==> src/rtl/unary_decode.sv <==
// Two-lane serial unary (thermometer) decoder: counts the ones on each lane over a
// fixed-length frame, flags non-thermometer streams, and hands results over via Done/Ack.
module unary_decode #(
  parameter int WIDTH     = 8,
  parameter int FRAME_LEN = 255
) (
  input  logic             Clk,
  input  logic             Reset,
  input  logic             Start,
  input  logic             Ack,
  input  logic             unary0_in,
  input  logic             unary1_in,
  output logic [WIDTH-1:0] bin0,
  output logic [WIDTH-1:0] bin1,
  output logic             err0,
  output logic             err1,
  output logic             Busy,
  output logic             Done
);

  localparam logic [1:0] S_IDLE  = 2'd0;
  localparam logic [1:0] S_COUNT = 2'd1;
  localparam logic [1:0] S_DONE  = 2'd2;

  // Index of the final sample within a frame; the frame counter never exceeds FRAME_LEN.
  localparam logic [WIDTH-1:0] LAST_IDX = WIDTH'(FRAME_LEN - 1);

  if (FRAME_LEN < 1 || FRAME_LEN > (2 ** WIDTH) - 1) begin : g_bad_frame_len
    $error("unary_decode: FRAME_LEN must lie in 1 .. 2**WIDTH-1");
  end

  logic [1:0]       r_state;
  logic [WIDTH-1:0] r_cnt0;
  logic [WIDTH-1:0] r_cnt1;
  logic [WIDTH-1:0] r_frame;
  logic             r_seen0;
  logic             r_seen1;
  logic             r_err0;
  logic             r_err1;

  logic [WIDTH-1:0] w_cnt0Next;
  logic [WIDTH-1:0] w_cnt1Next;
  logic             w_err0Next;
  logic             w_err1Next;
  logic             w_lastSample;

  // A one arriving after this lane has already seen a zero breaks the thermometer code.
  assign w_cnt0Next   = r_cnt0 + {{(WIDTH-1){1'b0}}, unary0_in};
  assign w_cnt1Next   = r_cnt1 + {{(WIDTH-1){1'b0}}, unary1_in};
  assign w_err0Next   = r_err0 | (r_seen0 & unary0_in);
  assign w_err1Next   = r_err1 | (r_seen1 & unary1_in);
  assign w_lastSample = (r_frame == LAST_IDX);

  always_ff @(posedge Clk or negedge Reset) begin
    if (!Reset) begin
      r_state <= S_IDLE;
      r_cnt0  <= '0;
      r_cnt1  <= '0;
      r_frame <= '0;
      r_seen0 <= 1'b0;
      r_seen1 <= 1'b0;
      r_err0  <= 1'b0;
      r_err1  <= 1'b0;
      bin0    <= '0;
      bin1    <= '0;
      err0    <= 1'b0;
      err1    <= 1'b0;
      Busy    <= 1'b0;
      Done    <= 1'b0;
    end else begin
      case (r_state)
        S_IDLE: begin
          if (Start) begin
            r_state <= S_COUNT;
            r_cnt0  <= '0;
            r_cnt1  <= '0;
            r_frame <= '0;
            r_seen0 <= 1'b0;
            r_seen1 <= 1'b0;
            r_err0  <= 1'b0;
            r_err1  <= 1'b0;
            Busy    <= 1'b1;
          end
        end

        S_COUNT: begin
          r_cnt0  <= w_cnt0Next;
          r_cnt1  <= w_cnt1Next;
          r_frame <= r_frame + 1'b1;
          r_seen0 <= r_seen0 | ~unary0_in;
          r_seen1 <= r_seen1 | ~unary1_in;
          r_err0  <= w_err0Next;
          r_err1  <= w_err1Next;
          if (w_lastSample) begin
            bin0    <= w_cnt0Next;
            bin1    <= w_cnt1Next;
            err0    <= w_err0Next;
            err1    <= w_err1Next;
            Busy    <= 1'b0;
            Done    <= 1'b1;
            r_state <= S_DONE;
          end
        end

        S_DONE: begin
          // Start alone is ignored so unread results are never overwritten.
          if (Ack) begin
            Done <= 1'b0;
            if (Start) begin
              r_state <= S_COUNT;
              r_cnt0  <= '0;
              r_cnt1  <= '0;
              r_frame <= '0;
              r_seen0 <= 1'b0;
              r_seen1 <= 1'b0;
              r_err0  <= 1'b0;
              r_err1  <= 1'b0;
              Busy    <= 1'b1;
            end else begin
              r_state <= S_IDLE;
            end
          end
        end

        default: begin
          r_state <= S_IDLE;
          Busy    <= 1'b0;
          Done    <= 1'b0;
        end
      endcase
    end
  end

endmodule

==> config.mk <==
export PLATFORM = sky130hd
export DESIGN_NAME = unary_decode
export DESIGN_NICKNAME = d
export VERILOG_FILES = /design/src/rtl/unary_decode.sv
export SDC_FILE = /design/constraint.sdc
export NUM_CORES = 1
export LEC_CHECK = 0
export CORE_UTILIZATION = 41
export DETAILED_ROUTE_END_ITERATION = 8
export PLACE_DENSITY_LB_ADDON = 0.15
export SYNTH_ARGS = -nofsm -noshare
export SYNTH_HDL_FRONTEND = slang
export SYNTH_SLANG_ARGS = --single-unit
==> constraint.sdc <==
create_clock -name Clk -period 2.3 [get_ports Clk]
set_clock_uncertainty 0.1 [all_clocks]
set_input_delay 0.46 -clock Clk [delete_from_list [all_inputs] [get_ports Clk]]
set_output_delay 0.46 -clock Clk [all_outputs]
set_load 0.02 [all_outputs]
=== After elaboration in Yosys (flattened, before gate mapping) ===
Index checks and enable logic that the tools add are counted.

* Flip-flop bits (word level): 50
* Latch bits: 0
* RAM bits: 0
* Bits in read-only memories: 0
* Logic and storage cells: 72
* Memories: 0

* Add/sub/neg operators: 3
* Multiply operators: 0
* Div/mod/pow operators: 0
* $lt $le $gt $ge: 0
* Equality and inequality tests: 6
* Shift operators: 0
* Multiplexer cells: 33
* Bitwise logic cells: 9
* Reductions and logical operators: 7

{| class="wikitable"
|+ Operators by type and width
! cell !! count
|-
| $pmux W8 S3 || 3
|-
| $mux W8 || 6
|-
| $pmux W1 S3 || 6
|-
| $add A8 B1 Y8 || 2
|-
| $mux W1 || 14
|-
| $add A8 B1 Y8 const B || 1
|-
| $eq A8 B8 Y1 const B || 1
|-
| $mux W2 || 3
|-
| $ne A2 B2 Y1 const B || 3
|-
| $pmux W2 S3 || 1
|-
| $reduce_and A2 Y1 || 3
|-
| $reduce_and A3 Y1 || 2
|-
| $or A1 B1 Y1 || 4
|-
| $not A1 Y1 || 3
|-
| $reduce_bool A3 Y1 || 1
|-
| $and A1 B1 Y1 || 2
|-
| $eq A2 B1 Y1 const B || 1
|-
| $eq A2 B2 Y1 const B || 1
|-
| $logic_not A2 Y1 || 1
|}

=== Longest topological paths before layout ===
* Depth in word-level cells: 3
* Mapped depth: 8

=== Worst setup path before layout ===
No wires, ideal clock.

* Path kind: register -> register
* Start point: register r_state[0]
* End point: register r_cnt0[4]
* Setup time: 131 ps
* Data arrival time: 1432 ps
* Data required time: 2069 ps
* Slack: 637 ps
* Stages on the path, launching flop included: 9
* Clock period less this slack: 1663 ps
* Cells stage by stage: dfrtp_1 buf_6 nand2b_1 buf_2 a21o_1 buf_2 buf_2 o21ai_1 o31ai_1

* Word-level cells in the longest chain between the ends: 3

{| class="wikitable"
|+ RTL lines
! item !! line !! RTL
|-
| start: declaration || 32 || <nowiki>logic [1:0] r_state;</nowiki>
|-
| start signal: assignment || 56 || <nowiki>r_state <= S_IDLE;</nowiki>
|-
| start signal: assignment || 74 || <nowiki>r_state <= S_COUNT;</nowiki>
|-
| start signal: assignment || 101 || <nowiki>r_state <= S_DONE;</nowiki>
|-
| $eq A2 B2 Y1 (tied with other cells) || 71 || <nowiki>case (r_state)</nowiki>
|-
| $ne A2 B2 Y1 (no source line) or $reduce_bool A3 Y1 (tied branches) || n/a ||
|-
| $reduce_and A2 Y1 (no source line) || n/a ||
|-
| end signal: assignment || 87 || <nowiki>r_cnt0 <= w_cnt0Next;</nowiki>
|-
| end: declaration || 33 || <nowiki>logic [WIDTH-1:0] r_cnt0;</nowiki>
|}

Several ways; a longest one is shown, not always the timed one.
A chain may end at the register's enable or synchronous reset.

=== Final worst setup path ===
* Start point: input unary1_in
* End point: register r_cnt1[6]

* Word-level cells in the longest chain between the ends: 2

{| class="wikitable"
|+ RTL lines
! item !! line !! RTL
|-
| start: declaration || 12 || <nowiki>input logic unary1_in,</nowiki>
|-
| $add A8 B1 Y8 || 49 || <nowiki>assign w_cnt1Next = r_cnt1 + {{(WIDTH-1){1'b0}}, unary1_in};</nowiki>
|-
| $pmux W8 S3 || 71 ||
|-
| end signal: assignment || 88 || <nowiki>r_cnt1 <= w_cnt1Next;</nowiki>
|-
| end: declaration || 34 || <nowiki>logic [WIDTH-1:0] r_cnt1;</nowiki>
|}

Every way passes these cells.

==> results.sh <==
export IMPL_result_of_the_run="finished clean"
export IMPL_sequential_fraction_of_the_synthesis_area=0.524
export IMPL_die_w_um=78.3
export IMPL_fin_crit_sh=0.825
export IMPL_proportion_of_layout_cells_with_a_drive_suffix_above_1=0.132
export IMPL_cp_slowest_cell="clkdlybuf4s50_1"
export IMPL_h_tree_levels=2
export IMPL_clock_tree_root_cell="clkbuf_8"
export IMPL_unrepaired_setup_endpoints_after_global_routing="false"
export IMPL_critical_path_buf_inv_count=1
export IMPL_total_power_w=0.00212
export IMPL_clk_pin_slew_worst_paths_ns=0.09
export IMPL_timing_final_crit_period_ns=1.90
export IMPL_numCtsBuffers=5
export IMPL_vias=1709
export IMPL_netlist_area_mm2=0.00239
export IMPL_grt_pass1_wl_um=7730
export IMPL_port_buffers=25
export IMPL_number_of_antenna_violations_at_the_first_check_in_global_routing=0
export IMPL_timing_max_transition_violations_final=0
export IMPL_critical_path_max_fanout=4
export IMPL_final_hold_fails=0
export IMPL_startpoint_class="input port"
export IMPL_post_cts_resized=0
export IMPL_syn_nets=246
export IMPL_timing_final_setup_violations=0
export IMPL_cap_violations=0
export IMPL_synth_cell_type_count=37
export IMPL_routedWlPerCell_um=13.4
export IMPL_insertion_delay_ns=0.30
export IMPL_path_class="input port to flop"
export IMPL_drt_first_iter_violations=149
export IMPL_number_of_global_route_vias_before_repair=1556
export IMPL_fmaxAchievable_ghz=0.527
export IMPL_timing_critical_path_max_delay_family="buffers and inverters"
export IMPL_route_detailed_drc=0
export IMPL_yosysWarningCount=0
export IMPL_post_dr_vias_cell=5.07
export IMPL_number_of_inserted_diodes=0
export IMPL_setup_tns_final_ns=0
export IMPL_clock_tree_from_tritoncts="yes"
export IMPL_netSwitchingPower_w=0.000681
export IMPL_crit_chain="clkdlybuf4s50_1, ha_1, ha_1, nand3_1, nor2_1, xnor2_1, o21ai_0"
export IMPL_cp_common_cell="ha_1"
export IMPL_share_clk_of_total_power=0.230
export IMPL_postRouteAntennaNets=0
export IMPL_required_ns=2.39
export IMPL_worst_slew_pin_slew_ns=0.495
export IMPL_floorplan_die_height_um=78.3
export IMPL_netlist_instances=234
export IMPL_cpPeakStageDelay_ns=0.54
export IMPL_postSynthRegisterBits=50
export IMPL_post_layout_nonfiller_instances=337
export IMPL_p_sw_frac=0.321
export IMPL_power_ir_vdd_worst_mv=0.450
export IMPL_worst_endpoint_arrival_ns=1.99
export IMPL_drt_pre_antenna_iters=4
export IMPL_finalWeightedCongestion=0.753
export IMPL_dpl_cell_count=329
export IMPL_rows=27
export IMPL_dp_hpwl_um=3130
export IMPL_hold_path_class="flop to flop"
export IMPL_postRouteWirelength_um=4510
export IMPL_cellPowerDensity_mw_per_mm2=749
export IMPL_synth_area_per_cell_um2=10.2
export IMPL_flop_pwr_share=0.555
export IMPL_gr_total_overflow=0
export IMPL_grt_total_usage=0.168
export IMPL_initial_utilization=0.429
export IMPL_final_util=0.508
export IMPL_io_pins=26
export IMPL_pwr_share_comb=0.215
export IMPL_core_area_mm2=0.00557
export IMPL_grt_start_max_net_pins=35
export IMPL_final_setup_worst_slack_ns=0.402
export IMPL_worst_slew_margin_rel=0.668
export IMPL_die_area_mm2=0.00614
export IMPL_final_nets=277
export IMPL_area_growth_pct=18.5
export IMPL_intPower_w=0.00144
export IMPL_cts_path_max_buffers=2
export IMPL_tritoncts_num_sinks=50
export IMPL_static_leakage_power_nw=1.19
export IMPL_filler_cells_inserted=542
export IMPL_post_place_ws_ns=0.0872
export IMPL_endpoint_kind_of_the_worst_setup_timing_path="flop"
-- registers in the layout, summed over array words and instances, names as in the netlist, 2 cells and up --
| signal | flops |
|---|---|
| r_cnt1 | 8 |
| r_cnt0 | 8 |
| bin1 | 8 |
| r_frame | 8 |
| r_state | 2 |
| bin0 | 8 |
-- power groups by stage --
stage / sequential, W / combinational (W) / clock [W]
detailed placement: 0.00119 / 0.000462 / 0
floorplan: 0.00115 / 0.000355 / 0
global route: 0.00120 / 0.000525 / 0.000539
CTS: 0.00118 / 0.000465 / 0.000511
finish: 0.00118 / 0.000457 / 0.000487
global placement: 0.00119 / 0.000453 / 0
-- worst paths after layout --
| check | startpoint | end | slack (ns) | cells past startpoint |
|---|---|---|---|---|
| max | unary1_in | r_cnt1[6] | 0.40 | 7 |
| min | bin1[1] | bin1[1] | 0.38 | 2 |
| max reg2reg | r_frame[2] | bin1[6] | 0.44 | 4 |
| min reg2reg | bin1[1] | bin1[1] | 0.38 | 2 |
| max in group asynchronous | Reset | bin0[5] | 1.07 | 3 |
| min in group asynchronous | Reset | Busy | 0.51 | 2 |
-- worst reg2reg max path, cell delays in order, from the launching register on --
cell	delay (ns)
dfrtp_1	0.49
nand4_4	0.20
or4_4	0.74
nand2_1	0.17
o21ai_2	0.06
-- cells in the final DEF (no fill, tap or decap), types with 2 or more instances in the layout --
cell,n
dfrtp_1,50
nand2_1,43
clkdlybuf4s50_1,24
nor2_1,19
xnor2_1,14
o21ai_0,14
o21ai_2,12
a21oi_1,8
nand3_1,7
buf_4,7
inv_1,6
ha_1,6
clkbuf_8,5
xor2_1,4
a211oi_1,4
o21ai_1,4
a22o_1,4
o31ai_1,3
nand2b_1,2
a21o_1,2
o21a_1,2
a31oi_1,2
nor3_1,2
a2111oi_2,2
o22ai_1,2
buf_12,2
-- area by class of cell --
cell class | instances | area [um^2] | area share
flip-flops and latches | 50 | 1250 | 0.442
multi-input cells | 167 | 1040 | 0.367
repair buffers | 35 | 348 | 0.123
well taps | 72 | 90.1 | 0.0318
clock buffers | 6 | 72.6 | 0.0256
inverters | 6 | 22.5 | 0.00795
clock inverters | 1 | 7.51 | 0.00265
-- timing repair --
action | in CTS | in global routing
buffers inserted | 0 | 0
hold buffers | 1 | 0
hold endpoints to repair | 16 | 0
-- cell families (layout without fill, tap and decap cells) --
group                    after synthesis  after routing  share of synthesized area
AND/OR/NAND/NOR                       83             83                      0.164
adder cells (fa/ha/maj)                6              6                     0.0314
flip-flops                            50             50                      0.524
buffers and inverters                 17             48                     0.0408
AO/OA/AOI/OAI                         60             60                      0.174
XOR/XNOR                              18             18                     0.0660
-- metrics by stage --
step	hold slack (ns)	cell area [um^2]
2_1_floorplan	0.0644	2390
3_3_place_gp	0.313	2740
3_5_place_dp	0.313	2740
4_1_cts	0.385	2830
5_1_grt	0.404	2830
6_report	0.380	2830
-- cells in the mapped netlist, drive strengths merged --
| master | instances | area (um^2) |
|---|---|---|
| or2 | 1 | 6.26 |
| o211ai | 1 | 7.51 |
| ha | 6 | 75.1 |
| and3 | 1 | 6.26 |
| a21oi | 8 | 40.0 |
| or4 | 1 | 11.3 |
| inv | 6 | 22.5 |
| a211oi | 4 | 30.0 |
| nand4 | 2 | 27.5 |
| nand2b | 3 | 21.3 |
| o21a | 2 | 15.0 |
| xnor2 | 14 | 123 |
| nor4 | 1 | 21.3 |
| a21o | 2 | 15.0 |
| dfrtp | 50 | 1250 |
| nor2 | 19 | 71.3 |
| o21ai | 30 | 195 |
| o31ai | 3 | 22.5 |
| nor2b | 1 | 6.26 |
| a2111oi | 2 | 30.0 |
| nor3 | 2 | 10.0 |
| nand3 | 7 | 35.0 |
| and2 | 1 | 6.26 |
| xor2 | 4 | 35.0 |
| clkbuf | 3 | 11.3 |
| a31oi | 2 | 12.5 |
| a22o | 4 | 35.0 |
| o22ai | 2 | 12.5 |
| buf | 8 | 63.8 |
| nand2 | 43 | 161 |
| and4 | 1 | 8.76 |
-- routing by layer --
metal	routed length, um	up-vias	track usage
li1	-	865	-
met1	2310	821	0.243
met2	2000	19	0.242
met3	142	4	0.0453
met4	62	0	0.0556
met5	0	-	0
No activity file was read; power rests on OpenSTA's default activity.
